===== config.mk =====
export PLATFORM = sky130hd
export DESIGN_NAME = regfile_write_bank
export DESIGN_NICKNAME = d
export VERILOG_FILES = /design/src/rtl/regfile_write_bank_pkg.sv /design/src/rtl/decoder_5to32.sv /design/src/rtl/regfile_write_bank.sv
export SDC_FILE = /design/constraint.sdc
export NUM_CORES = 1
export LEC_CHECK = 0
export BUFFER_PORTS_ARGS = -buffer_cell sky130_fd_sc_hd__buf_2
export CAP_MARGIN = 20
export CORE_AREA = 2 2 424 426
export CTS_CLUSTER_DIAMETER = 200
export DETAILED_ROUTE_END_ITERATION = 10
export DIE_AREA = 0 0 426 428
export GPL_ROUTABILITY_DRIVEN = 0
export SLEW_MARGIN = 0
export SYNTH_ARGS = -nofsm -noshare
export SYNTH_HDL_FRONTEND = slang
export SYNTH_HIERARCHICAL = 1
export SYNTH_SLANG_ARGS = --single-unit

===== constraint.sdc =====
create_clock -name clk -period 1 [get_ports clk]
set_input_delay 0.1 -clock clk [delete_from_list [all_inputs] [get_ports clk]]
set_output_delay 0.1 -clock clk [all_outputs]
set_load 0.05 [all_outputs]

===== src/rtl/regfile_write_bank_pkg.sv =====
// Shared register-file geometry for the write bank, its decoder and
// the read muxes.
package regfile_write_bank_pkg;
   localparam int REG_COUNT = 32;
   localparam int REG_ADDR_W = 5;
   localparam int DATA_W = 32;
   localparam logic [REG_ADDR_W-1:0] REG_ZERO = 5'd0;
endpackage


===== src/rtl/decoder_5to32.sv =====
// Write-address decoder: one-hot select of the destination register,
// all-zero while disabled.
module decoder_5to32
   import regfile_write_bank_pkg::*;
(
   input  logic                  en,
   input  logic [REG_ADDR_W-1:0] a,
   output logic [REG_COUNT-1:0]  y
);

   always_comb begin
      y = '0;
      if (en) y[a] = 1'b1;
   end

endmodule


===== src/rtl/regfile_write_bank.sv =====
// Register-file write side: 32 x N storage with byte-strobed writes,
// commit acknowledge and last-written index.
module regfile_write_bank
   import regfile_write_bank_pkg::*;
#(
   parameter int N        = DATA_W,
   parameter int ZERO_REG = 1
) (
   input  logic                  clk,
   input  logic                  reset_n,
   input  logic                  we,
   input  logic [REG_ADDR_W-1:0] waddr,
   input  logic [N-1:0]          wdata,
   input  logic [N/8-1:0]        wstrb,
   output logic [N-1:0]          r0,
   output logic [N-1:0]          r1,
   output logic [N-1:0]          r2,
   output logic [N-1:0]          r3,
   output logic [N-1:0]          r4,
   output logic [N-1:0]          r5,
   output logic [N-1:0]          r6,
   output logic [N-1:0]          r7,
   output logic [N-1:0]          r8,
   output logic [N-1:0]          r9,
   output logic [N-1:0]          r10,
   output logic [N-1:0]          r11,
   output logic [N-1:0]          r12,
   output logic [N-1:0]          r13,
   output logic [N-1:0]          r14,
   output logic [N-1:0]          r15,
   output logic [N-1:0]          r16,
   output logic [N-1:0]          r17,
   output logic [N-1:0]          r18,
   output logic [N-1:0]          r19,
   output logic [N-1:0]          r20,
   output logic [N-1:0]          r21,
   output logic [N-1:0]          r22,
   output logic [N-1:0]          r23,
   output logic [N-1:0]          r24,
   output logic [N-1:0]          r25,
   output logic [N-1:0]          r26,
   output logic [N-1:0]          r27,
   output logic [N-1:0]          r28,
   output logic [N-1:0]          r29,
   output logic [N-1:0]          r30,
   output logic [N-1:0]          r31,
   output logic                  wr_ack,
   output logic [REG_ADDR_W-1:0] wr_addr
);

   localparam int NB = N / 8;
   localparam logic [REG_COUNT-1:0] ZMASK =
      (ZERO_REG != 0) ? REG_COUNT'(1) : '0;

   logic                  w_we;
   logic                  w_zero_hit;
   logic                  w_commit;
   logic [REG_COUNT-1:0]  w_y;
   logic [REG_COUNT-1:0]  w_dec;
   logic [N-1:0]          r_regs [REG_COUNT];
   logic                  r_ack;
   logic [REG_ADDR_W-1:0] r_addr;

   // An unknown write-enable must never be treated as a write.
`ifdef SYNTHESIS
   assign w_we = we;
`else
   assign w_we = (we === 1'b1);
`endif

   assign w_zero_hit = (ZERO_REG != 0) && (waddr == REG_ZERO);
   assign w_commit   = w_we && (|wstrb) && !w_zero_hit;

   decoder_5to32 u_dec (
      .en (w_we),
      .a  (waddr),
      .y  (w_y)
   );

   assign w_dec = w_y & ~ZMASK;

   always_ff @(posedge clk or negedge reset_n) begin
      if (!reset_n) begin
         for (int i = 0; i < REG_COUNT; i++) r_regs[i] <= '0;
      end else begin
         for (int i = 0; i < REG_COUNT; i++)
            for (int k = 0; k < NB; k++)
               if (w_dec[i] && wstrb[k])
                  r_regs[i][8*k +: 8] <= wdata[8*k +: 8];
      end
   end

   always_ff @(posedge clk or negedge reset_n) begin
      if (!reset_n) begin
         r_ack  <= 1'b0;
         r_addr <= '0;
      end else begin
         r_ack <= w_commit;
         if (w_commit) r_addr <= waddr;
      end
   end

   assign wr_ack  = r_ack;
   assign wr_addr = r_addr;

   assign r0  = r_regs[0];
   assign r1  = r_regs[1];
   assign r2  = r_regs[2];
   assign r3  = r_regs[3];
   assign r4  = r_regs[4];
   assign r5  = r_regs[5];
   assign r6  = r_regs[6];
   assign r7  = r_regs[7];
   assign r8  = r_regs[8];
   assign r9  = r_regs[9];
   assign r10 = r_regs[10];
   assign r11 = r_regs[11];
   assign r12 = r_regs[12];
   assign r13 = r_regs[13];
   assign r14 = r_regs[14];
   assign r15 = r_regs[15];
   assign r16 = r_regs[16];
   assign r17 = r_regs[17];
   assign r18 = r_regs[18];
   assign r19 = r_regs[19];
   assign r20 = r_regs[20];
   assign r21 = r_regs[21];
   assign r22 = r_regs[22];
   assign r23 = r_regs[23];
   assign r24 = r_regs[24];
   assign r25 = r_regs[25];
   assign r26 = r_regs[26];
   assign r27 = r_regs[27];
   assign r28 = r_regs[28];
   assign r29 = r_regs[29];
   assign r30 = r_regs[30];
   assign r31 = r_regs[31];

endmodule


Yosys cells after proc, flatten, opt, wreduce, memory -nomap -nowiden
Cells that the tools add are included.
{"block": "classes", "mul": 0, "n_div": 0, "add_sub_neg": 0, "n_reduce_logical": 130, "n_eq_ne": 0, "n_lt_le_gt_ge": 2, "n_mux": 3, "n_bitwise": 0, "shifts": 0}
{"op": "$logic_and 1x1->1", "count": 127}
{"op": "$mux 32", "count": 1}
{"op": "$lt 5x6->1 const B", "count": 1}
{"op": "$demux 1 s5", "count": 1}
{"op": "$ge 5x1->1 const B", "count": 1}
{"op": "$logic_not 5->1", "count": 1}
{"op": "$reduce_or 4->1", "count": 1}
{"op": "$logic_not 1->1", "count": 1}
{"op": "$mux 1", "count": 1}
{"block": "totals", "input_bits": 44, "ramBits": 0, "word_cells": 261, "out_inout_bits": 1030, "rom_bits": 0, "reg_bits": 998, "latch_bits": 0, "memories": 0}

Logic depth before layout (Yosys ltp)
Gate-level depths: netlist (run 1).
{"block": "logic_depth", "word_depth": 6, "ltp_mapped": 5, "depth_no_buf": 4}

Hierarchy
Netlist (run 1), hierarchy kept.
{"mod": "regfile_write_bank", "cells_each": 2268, "n_inst": 1, "area_per_inst_um2": 37400.9}
{"mod": "decoder_5to32", "cells_each": 47, "n_inst": 1, "area_per_inst_um2": 230.2}

Worst setup path before layout (run 1)
Ideal clock, no wire load.
{"block": "synth_timing", "path_kind": "input -> register", "from": "input waddr[3]", "to": "register r_regs (netlist bit r1[0])", "stages": 4, "setup_time_ns": 0.125, "n_path_buf": 0, "arrival_ns": 1.378, "slack_ns": -0.503, "t_required_ns": 0.875, "path_cell_list": "or4b_1 nor2_1 nand2_1 mux2_2"}
{"block": "synth_between", "elab_chain_len": 6, "word_cells_on_any_way": 7, "cone_classes": "order compare: 2; mux: 3; reduce/logical: 2"}
{"item": "start: declaration", "line": "regfile_write_bank.sv:12", "rtl": "input logic [REG_ADDR_W-1:0] waddr,"}
{"item": "$lt 5x6->1 (implied by the code) or $ge 5x1->1 (tied branches)", "line": "decoder_5to32.sv:13", "rtl": "if (en) y[a] = 1'b1;"}
{"item": "$logic_and 1x1->1 (implied by the code)", "line": "decoder_5to32.sv:13"}
{"item": "$mux 1 (implied by the code)", "line": "decoder_5to32.sv:13"}
{"item": "$demux 1 s5 *"}
{"item": "$mux 32 *", "line": "decoder_5to32.sv:13"}
{"item": "net w_y[1]", "line": "regfile_write_bank.sv:58", "rtl": "logic [REG_COUNT-1:0] w_y;"}
{"item": "$logic_and 1x1->1 *", "line": "regfile_write_bank.sv:88", "rtl": "if (w_dec[i] && wstrb[k])"}
{"item": "end signal: indexed assignment", "line": "regfile_write_bank.sv:89", "rtl": "r_regs[i][8*k +: 8] <= wdata[8*k +: 8];"}
{"item": "end: declaration", "line": "regfile_write_bank.sv:60", "rtl": "logic [N-1:0] r_regs [REG_COUNT];"}
Mark *: on every way through the listed nets, which the timed path passes. The rest lies on a longest branch.
A chain may end at the register's enable or synchronous reset.

Worst setup path in the final report (run 1)
{"block": "layout_timing", "from": "register r_regs (netlist bit r9[23])", "to": "output r9[23]"}
{"item": "end: declaration", "line": "regfile_write_bank.sv:24", "rtl": "output logic [N-1:0] r9,"}
No word-level cell between the ends.

==> results of run 1 <==
## layer usage
layer	part of all wire	routed length, um	global-route usage
met5	0.000081	13	0
met4	0.050	7945	0.08313
met3	0.053	8523	0.03770
met2	0.52	82810	0.3022
met1	0.38	61140	0.1983
## repair_timing
action / in CTS / in global routing
pin swaps: 2 / 0
setup buffers: 65 / 51
resized for setup: 2017 / 6
endpoints found under the hold margin: 1965 / 1
endpoints found under the setup margin: 1135 / 2153
## layout make-up
class / count / area (um^2)
timing repair buffer: 1490 / 16800
tap: 2355 / 2947
clock inverter: 49 / 583.1
fill: 17070 / 116500
sequential: 998 / 24990
inverter: 1 / 3.754
antenna: 6 / 15.01
clock buffer: 150 / 3163
multi-input combinational: 1199 / 12640
## path summary, 6_finish.rpt
check                        endpoint  slack (ns)  cells past startpoint
setup / recovery               r9[23]       -0.55                      1
hold / removal             wr_addr[2]       -0.09                      3
setup reg to reg              r30[27]       -0.03                      3
hold reg to reg               r19[16]        0.53                      1
max in group asynchronous      r27[6]       -0.23                      4
min in group asynchronous     r16[11]        0.12                      4
## power by group through the flow
stage,clock (uW),sequential (uW),combinational (uW)
2_1_floorplan,0,68000,5710
3_3_place_gp,0,48900,35900
3_5_place_dp,0,49100,36100
4_1_cts,43200,49800,43400
5_1_grt,44800,50400,44800
6_report,41900,49800,43600
## through the flow
step | total power [uW] | instance area [um^2] | hold slack, ns | worst slack [ns] | TNS, ns
2_1_floorplan | 73670 | 38230 | -0.1956 | -0.3786 | -249.07
3_3_place_gp | 84770 | 49750 | 0.2180 | -0.9546 | -761.12
3_5_place_dp | 85240 | 49750 | 0.2161 | -0.9708 | -784.81
4_1_cts | 136300 | 60740 | -0.1756 | -0.6731 | -772.23
5_1_grt | 140000 | 61130 | -0.1309 | -0.6243 | -529.64
6_report | 135400 | 61140 | -0.09129 | -0.5529 | -449.33
==> metrics.cfg, run 1 <==
[status]
outcome=complete, but fails checks
violations=hold timing, setup timing

[pwr]
sw_frac_of_total=0.3665
powerDensity_mw_per_mm2=2214
p_sw_uw=49610
combPwrFrac=0.322
power_frac_clock=0.310
ir_drop_mv=1.476
intPower_uw=85750
leakage_uw=0.03039
p_seq_frac=0.368

[cts]
root_buffer=clkbuf_16
clock_sinks=998
cts.clk_slew.worst_paths_ns=0.06
cts_buffers=109
cts_tree=yes
ctsHoldBuffers=43
insertion_delay_ns=0.76
cts_buffer_depth=3
h-tree-depth=3

[drt]
drtIter0Drc=1198
drc=0
ant_nets=0
dr.pass1.iters=5
routed_wl_um=160400
avgViaCountPerCell=4.176
wl_per_cell_um=25.68
vias=26090

[sta]
whs_ns=-0.09129
setup_viol=1600
max_slew_margin=0.5145
period_share=1.553
fmax_mhz=644.0
finalCriticalPeriod_ns=1.553
worst_slew_pin_slew_ns=0.7282
hold_violations=1
final_max_slew_viol_count=0
rsz0062_at_grt=true
skew_ns=0
post-route-worst-setup-slack_ns=-0.5529

[floorplan]
die_area_mm2=0.1823
fp.dieW_um=426
initial_core_util=0.2118
core_mm2=0.1776
die_h_um=428
core.rowCount=155
top_level_ports=1074

[yosys]
synth_warnings=6
syn_area_per_cell_um2=16.26
syn_area_mm2=0.03763
syn_inst=2314

[layout]
finalNonFillerCells=6248
utilization=0.3442
drive_gt1_frac=0.7005
nets=3843
syn2layout_area_growth_pct=62.49
final_common_cell=buf_6
final_cell_mix=buf_6 (996), mux2_2 (990), dfrtp_1 (988)

[global_route]
grt_pass1_wl_um=222200
antenna_found_initial=12
grt_max_degree=73
first_global_vias=27860
grt-ovfl-total=0
grt_usage=0.1727

[min_path]
hold_class=input port to flip-flop
hp-start=wstrb[3]

[worst_setup_path]
crit_buf_inv=1
worstPathRequired_ns=0.90
startpoint_type=flip-flop
critPathMaxFanout=2
slowest_stage=dfrtp_2
slowest_delay_ns=0.49
arrival_ns=1.45
r2r-start=r30[27]
critical_path.top_delay_family=flip-flops
end_kind=output port
crit_type=flip-flop to output port
cp_cell_sequence=buf_6
critPathLaunch=r9[23]

[placed_design]
dp.cells=5884
io_buffer_count=1041
dp_hpwl_um=116300

[run]
cap_violations=0

(Power assumes the default switching activity.)
==> run 2, diff against run 1 <==
--- a/config.mk
+++ b/config.mk
@@ -7,13 +7,13 @@
 export LEC_CHECK = 0
 export BUFFER_PORTS_ARGS = -buffer_cell sky130_fd_sc_hd__buf_2
 export CAP_MARGIN = 20
-export CORE_AREA = 2 2 424 426
+export CORE_AREA = 2 2 415 417
 export CTS_CLUSTER_DIAMETER = 200
 export DETAILED_ROUTE_END_ITERATION = 10
-export DIE_AREA = 0 0 426 428
-export GPL_ROUTABILITY_DRIVEN = 0
+export DIE_AREA = 0 0 417 419
+export GPL_ROUTABILITY_DRIVEN = 1
+export RECOVER_POWER = 50
 export SLEW_MARGIN = 0
 export SYNTH_ARGS = -nofsm -noshare
 export SYNTH_HDL_FRONTEND = slang
-export SYNTH_HIERARCHICAL = 1
 export SYNTH_SLANG_ARGS = --single-unit
==> run 2 against run 1 <==
  * The flow finishes with violations (setup timing)
  * Cell count fell by 0.83%
  * First-iteration DRC count increased by 1.8%
  * Clock skew unchanged
  * Die area is 4.2% lower
  * Maximum frequency increased by 2.6%
  * Sequential cell count is the same
  * Largest cell class unchanged
==> metrics.cfg, run 2 <==
[status]
outcome=complete, but fails checks
violations=setup timing

[pwr]
sw_frac_of_total=0.3644
p_sw_uw=49230
powerDensity_mw_per_mm2=2170
leakage_uw=0.03029
power_frac_clock=0.302
intPower_uw=85880
combPwrFrac=0.329
ir_drop_mv=1.637
p_seq_frac=0.369

[cts]
cts_buffer_depth=3
cts.clk_slew.worst_paths_ns=0.06
cts_buffers=108
h-tree-depth=3
root_buffer=clkbuf_16
insertion_delay_ns=0.74
cts_tree=yes
clock_sinks=998

[placed_design]
pre_cts_ws_ns=-0.9417
dp_hpwl_um=106700
io_buffer_count=1041
gp_congestion=0.8040
postPlaceCellArea_mm2=0.05026

[worst_setup_path]
end_kind=output port
crit_type=flip-flop to output port
arrival_ns=1.41
cp_cell_sequence=buf_6
startpoint_type=flip-flop
critical_path.top_delay_family=flip-flops
cp.depth=1
slowest_stage=dfrtp_2
slowest_delay_ns=0.47
regToRegSetupSlack_ns=-0.04
critPathMaxFanout=2
rr_worst_depth=3
reg2reg_to=r24[21]
crit_buf_inv=1
worstPathRequired_ns=0.90
r2r-start=r24[21]

[sta]
fmax_mhz=660.4
final_max_slew_viol_count=0
rsz0062_at_grt=true
skew_ns=0
max_slew_margin=0.5367
setup_viol=1456
period_share=1.514
tns_ns=-411.17
post-route-worst-setup-slack_ns=-0.5142
worst_slew_pin_slew_ns=0.6949
finalCriticalPeriod_ns=1.514
whs_ns=0.01476
hold_violations=0

[drt]
dr.pass1.iters=6
vias=26490
dr_wl_met2_um=76680
drc=0
drtIter0Drc=1220
avgViaCountPerCell=4.275
wl_per_cell_um=24.08
routed_wl_um=149200
m1WireLength_um=56390
ant_nets=0
highest-signal-layer=met5
wl_met3_um=7829

[yosys]
synth-seq-cells=998
ys.flop_type=dfrtp_1
synth_enable_flop_cells=0
synth-async-reset-ratio=1.000
synth_commonest_cells=dfrtp_1 (998), mux2_2 (962), clkbuf_1 (110)
synth_cell_type_count=32
syn_area_per_cell_um2=16.43
yosysMostFrequentCell=dfrtp_1
yosysTopAreaCell=dfrtp_1
yosysTopAreaCellShare=0.6527
syn_area_mm2=0.03826
syn_inst=2328
synth-seq-area-share=0.6527
synth_area_leaders=dfrtp_1 (65%), mux2_2 (28%), nor2_2 (1.4%)
synth_warnings=0

[global_route]
first_global_vias=27610
grt_usage=0.1647
grt_pass1_wl_um=207600
grt-ovfl-total=0
antenna_found_initial=5
grt_max_degree=92

[min_path]
whs_endpoint=wr_addr[0]
hp-start=waddr[3]
whs_path_depth=4
hold_class=input port to flip-flop

[layout]
regArea_mm2=0.02499
drive_gt1_frac=0.7093
utilization=0.3650
final_common_cell=buf_6
syn2layout_area_growth_pct=62.75
fin_area_mm2=0.06227
multi_input_area_mm2=0.01292
final_cell_mix=buf_6 (1,005), dfrtp_1 (987), mux2_2 (940)
fillers=15960
nets=3922

[floorplan]
top_level_ports=1074
initial_core_util=0.2243
die_h_um=419
fp.dieW_um=417
die_area_mm2=0.1747
core_mm2=0.1706
core.rowCount=152

[run]
cap_violations=0

run 2: worst max-delay path by stage:
stage	endpoint	slack, ns	startpoint
after detailed placement	r21[12]	-0.94	waddr[1]
after floorplan	r24[0]	-0.67	waddr[2]
after global routing	r11[3]	-0.58	r11[3]
final	r11[3]	-0.51	r11[3]
after CTS	r14[27]	-0.62	r14[27]
after global placement	r21[11]	-0.90	waddr[1]
run 2: kinds of logic (layout without fill, tap and decap cells):
kind of cell           Yosys count  count (layout)  share of synthesized area
other                            1              35                 0.00009801
AO/OA/AOI/OAI                   12              12                   0.002453
flip-flops                     998             998                     0.6527
AND/OR/NAND/NOR                158             158                    0.02950
multiplexers                   992             992                     0.2943
buffers and inverters          167            1768                    0.02090
run 2: final cells by class:
cell class	instances	area share
antenna	3	0.0001206
timing repair buffer	1576	0.2878
clock inverter	43	0.008078
clock buffer	149	0.05025
tap	2233	0.04487
multi-input combinational	1194	0.2075
sequential	998	0.4013
run 2: power groups by stage:
| stage | Combinational (uW) | Clock (uW) | Sequential, uW |
|---|---|---|---|
| after global placement | 36000 | 0 | 49000 |
| after global routing | 45700 | 43400 | 50500 |
| final | 44500 | 40800 | 49900 |
| after floorplan | 5840 | 0 | 68000 |
| after detailed placement | 36200 | 0 | 49200 |
| after CTS | 44000 | 41900 | 49800 |
run 2: through the flow:
stage	total power, uW	cells
after floorplan	73860	2359
after global placement	84970	5749
after detailed placement	85420	5749
after CTS	135700	6119
after global routing	139600	6194
final	135100	6196
run 2: metal layers:
layer,GRT usage,up-vias
li1,-,11240
met3,0.03888,313
met4,0.08788,4
met5,0,-
met1,0.1880,13990
met2,0.2851,940
run 2: repair_timing:
action / CTS / global route
gates cloned: 0 / 1
endpoints found under the setup margin: 1069 / 1328
hold buffers: 46 / 3
gates resized for setup: 2002 / 53
hold endpoints to repair: 1996 / 4
pin swaps: 0 / 9
buffers inserted: 132 / 92
==> run 3, diff against run 2 <==
--- a/config.mk
+++ b/config.mk
@@ -13,6 +13,7 @@
 export DIE_AREA = 0 0 417 419
 export GPL_ROUTABILITY_DRIVEN = 1
 export RECOVER_POWER = 50
+export SKIP_CTS_REPAIR_TIMING = 1
 export SLEW_MARGIN = 0
 export SYNTH_ARGS = -nofsm -noshare
 export SYNTH_HDL_FRONTEND = slang
==> run 3 against run 2 <==
  * The run ends with hold timing, setup timing left
  * Sequential power hardly changed
  * Sequential share of layout area is 0.57 points higher
  * Global-route usage is 0.66 points lower
  * Final area is 1.4% lower
  * First-iteration DRC count is 8.9% lower
  * Count of clock-buffer cells in the layout stayed put
  * Worst setup slack worse by 0.0062 ns
  * Largest cell class unchanged
  * Critical path type unchanged
  * Die area stayed put
  * Highest routed layer unchanged
  * Largest power group unchanged
==> metrics.cfg, run 3 (synthesized netlist as in run 2, its figures left out) <==
[placed_design]
io_buffer_count=1041
gp_congestion=0.8040
dp.cells=5749
dp_hpwl_um=106700
pre_cts_ws_ns=-0.9417

[status]
violations=hold timing, setup timing
outcome=complete, but fails checks

[cts]
root_buffer=clkbuf_16
cts_buffer_depth=3
h-tree-depth=3
clock_sinks=998
cts.clk_slew.worst_paths_ns=0.06
cts_buffers=108
insertion_delay_ns=0.75
cts_tree=yes

[drt]
wl_per_cell_um=24.30
ant_nets=0
drtIter0Drc=1112
routed_wl_um=148200
drc=0
avgViaCountPerCell=4.290
vias=26160
dr.pass1.iters=4

[layout]
regArea_mm2=0.02499
syn2layout_area_growth_pct=60.48
final_common_cell=buf_6
multi_input_area_mm2=0.01283
finalNonFillerCells=6098
final_cell_mix=buf_6 (997), dfrtp_1 (986), mux2_2 (954)
drive_gt1_frac=0.7032
utilization=0.3599
nets=3823
fillers=16080

[floorplan]
die_h_um=419
fp.dieW_um=417
die_area_mm2=0.1747
initial_core_util=0.2243
top_level_ports=1074
core_mm2=0.1706
core.rowCount=152

[sta]
rsz0062_at_grt=true
final_max_slew_viol_count=0
finalCriticalPeriod_ns=1.520
skew_ns=0
fmax_mhz=657.7
period_share=1.520
post-route-worst-setup-slack_ns=-0.5204
hold_violations=1
tns_ns=-465.28
max_slew_margin=0.5641
worst_slew_pin_slew_ns=0.6538
setup_viol=1747
whs_ns=-0.01065

[worst_setup_path]
crit_path_end=r11[3]
crit_buf_inv=1
regToRegSetupSlack_ns=0.06
critPathMaxFanout=2
worstPathRequired_ns=0.90
arrival_ns=1.42
critical_path.top_delay_family=flip-flops
crit_type=flip-flop to output port
cp_cell_sequence=buf_6
rr_worst_depth=2
cp.depth=1
startpoint_type=flip-flop
critPathLaunch=r11[3]
slowest_delay_ns=0.47
end_kind=output port
r2r-start=r8[2]
slowest_stage=dfrtp_2
reg2reg_to=r8[2]

[pwr]
leakage_uw=0.02973
powerDensity_mw_per_mm2=2187
ir_drop_mv=1.691
total_power_uw=134300

[global_route]
grt_pass1_wl_um=199000
grt_max_degree=92
antenna_found_initial=4
first_global_vias=25830
grt-ovfl-total=0
grt_usage=0.1581

[min_path]
hold_class=input port to flip-flop

[run]
cap_violations=0

[run 3: worst min-delay path by stage]
stage | startpoint | endpoint | slack [ns] | depth (start not counted)
2_1_floorplan | reset_n | r10[0] | -0.20 | 0
3_3_place_gp | reset_n | r30[25] | 0.25 | 2
3_5_place_dp | reset_n | r30[25] | 0.25 | 2
4_1_cts | reset_n | r30[25] | -0.64 | 2
5_1_grt | wstrb[3] | wr_addr[0] | -0.04 | 4
6_report | wstrb[3] | wr_addr[0] | -0.01 | 4
[run 3: metrics by stage]
step | instance area (um^2) | hold WS, ns
3_5_place_dp | 50260 | 0.2542
6_report | 61400 | -0.01065
4_1_cts | 53890 | -0.6405
2_1_floorplan | 38500 | -0.1956
5_1_grt | 61400 | -0.03709
3_3_place_gp | 50260 | 0.2520
[run 3: power by group]
part	switching (uW)	total, uW	leakage, uW	internal, uW
clock network	17300	40800	0.00176	23500
logic	27700	43600	0.0147	15900
registers	4090	49900	0.0132	45800
total	49100	134000	0.0297	85200
[run 3: cell type report]
type | count | share of cell area
antenna | 4 | 0.0001630
clock buffer | 149 | 0.05096
clock inverter | 43 | 0.008192
multi-input combinational | 1194 | 0.2090
sequential | 998 | 0.4070
tap | 2233 | 0.04550
timing repair buffer | 1477 | 0.2792
[run 3: routing by layer]
layer	share of wire	vias to the layer above	track usage	wire length, um
li1	-	11060	-	-
met1	0.38	13950	0.1844	56700
met2	0.52	835	0.2802	77540
met3	0.048	310	0.03298	7061
met4	0.046	4	0.06706	6853
met5	0.00019	-	0	28
[run 3: worst register-to-register path, delay by kind of cell (launching register included)]
family,cells,cell delay (ns)
flip-flops,1,0.42
multiplexers,1,0.26
buffers and inverters,1,0.15
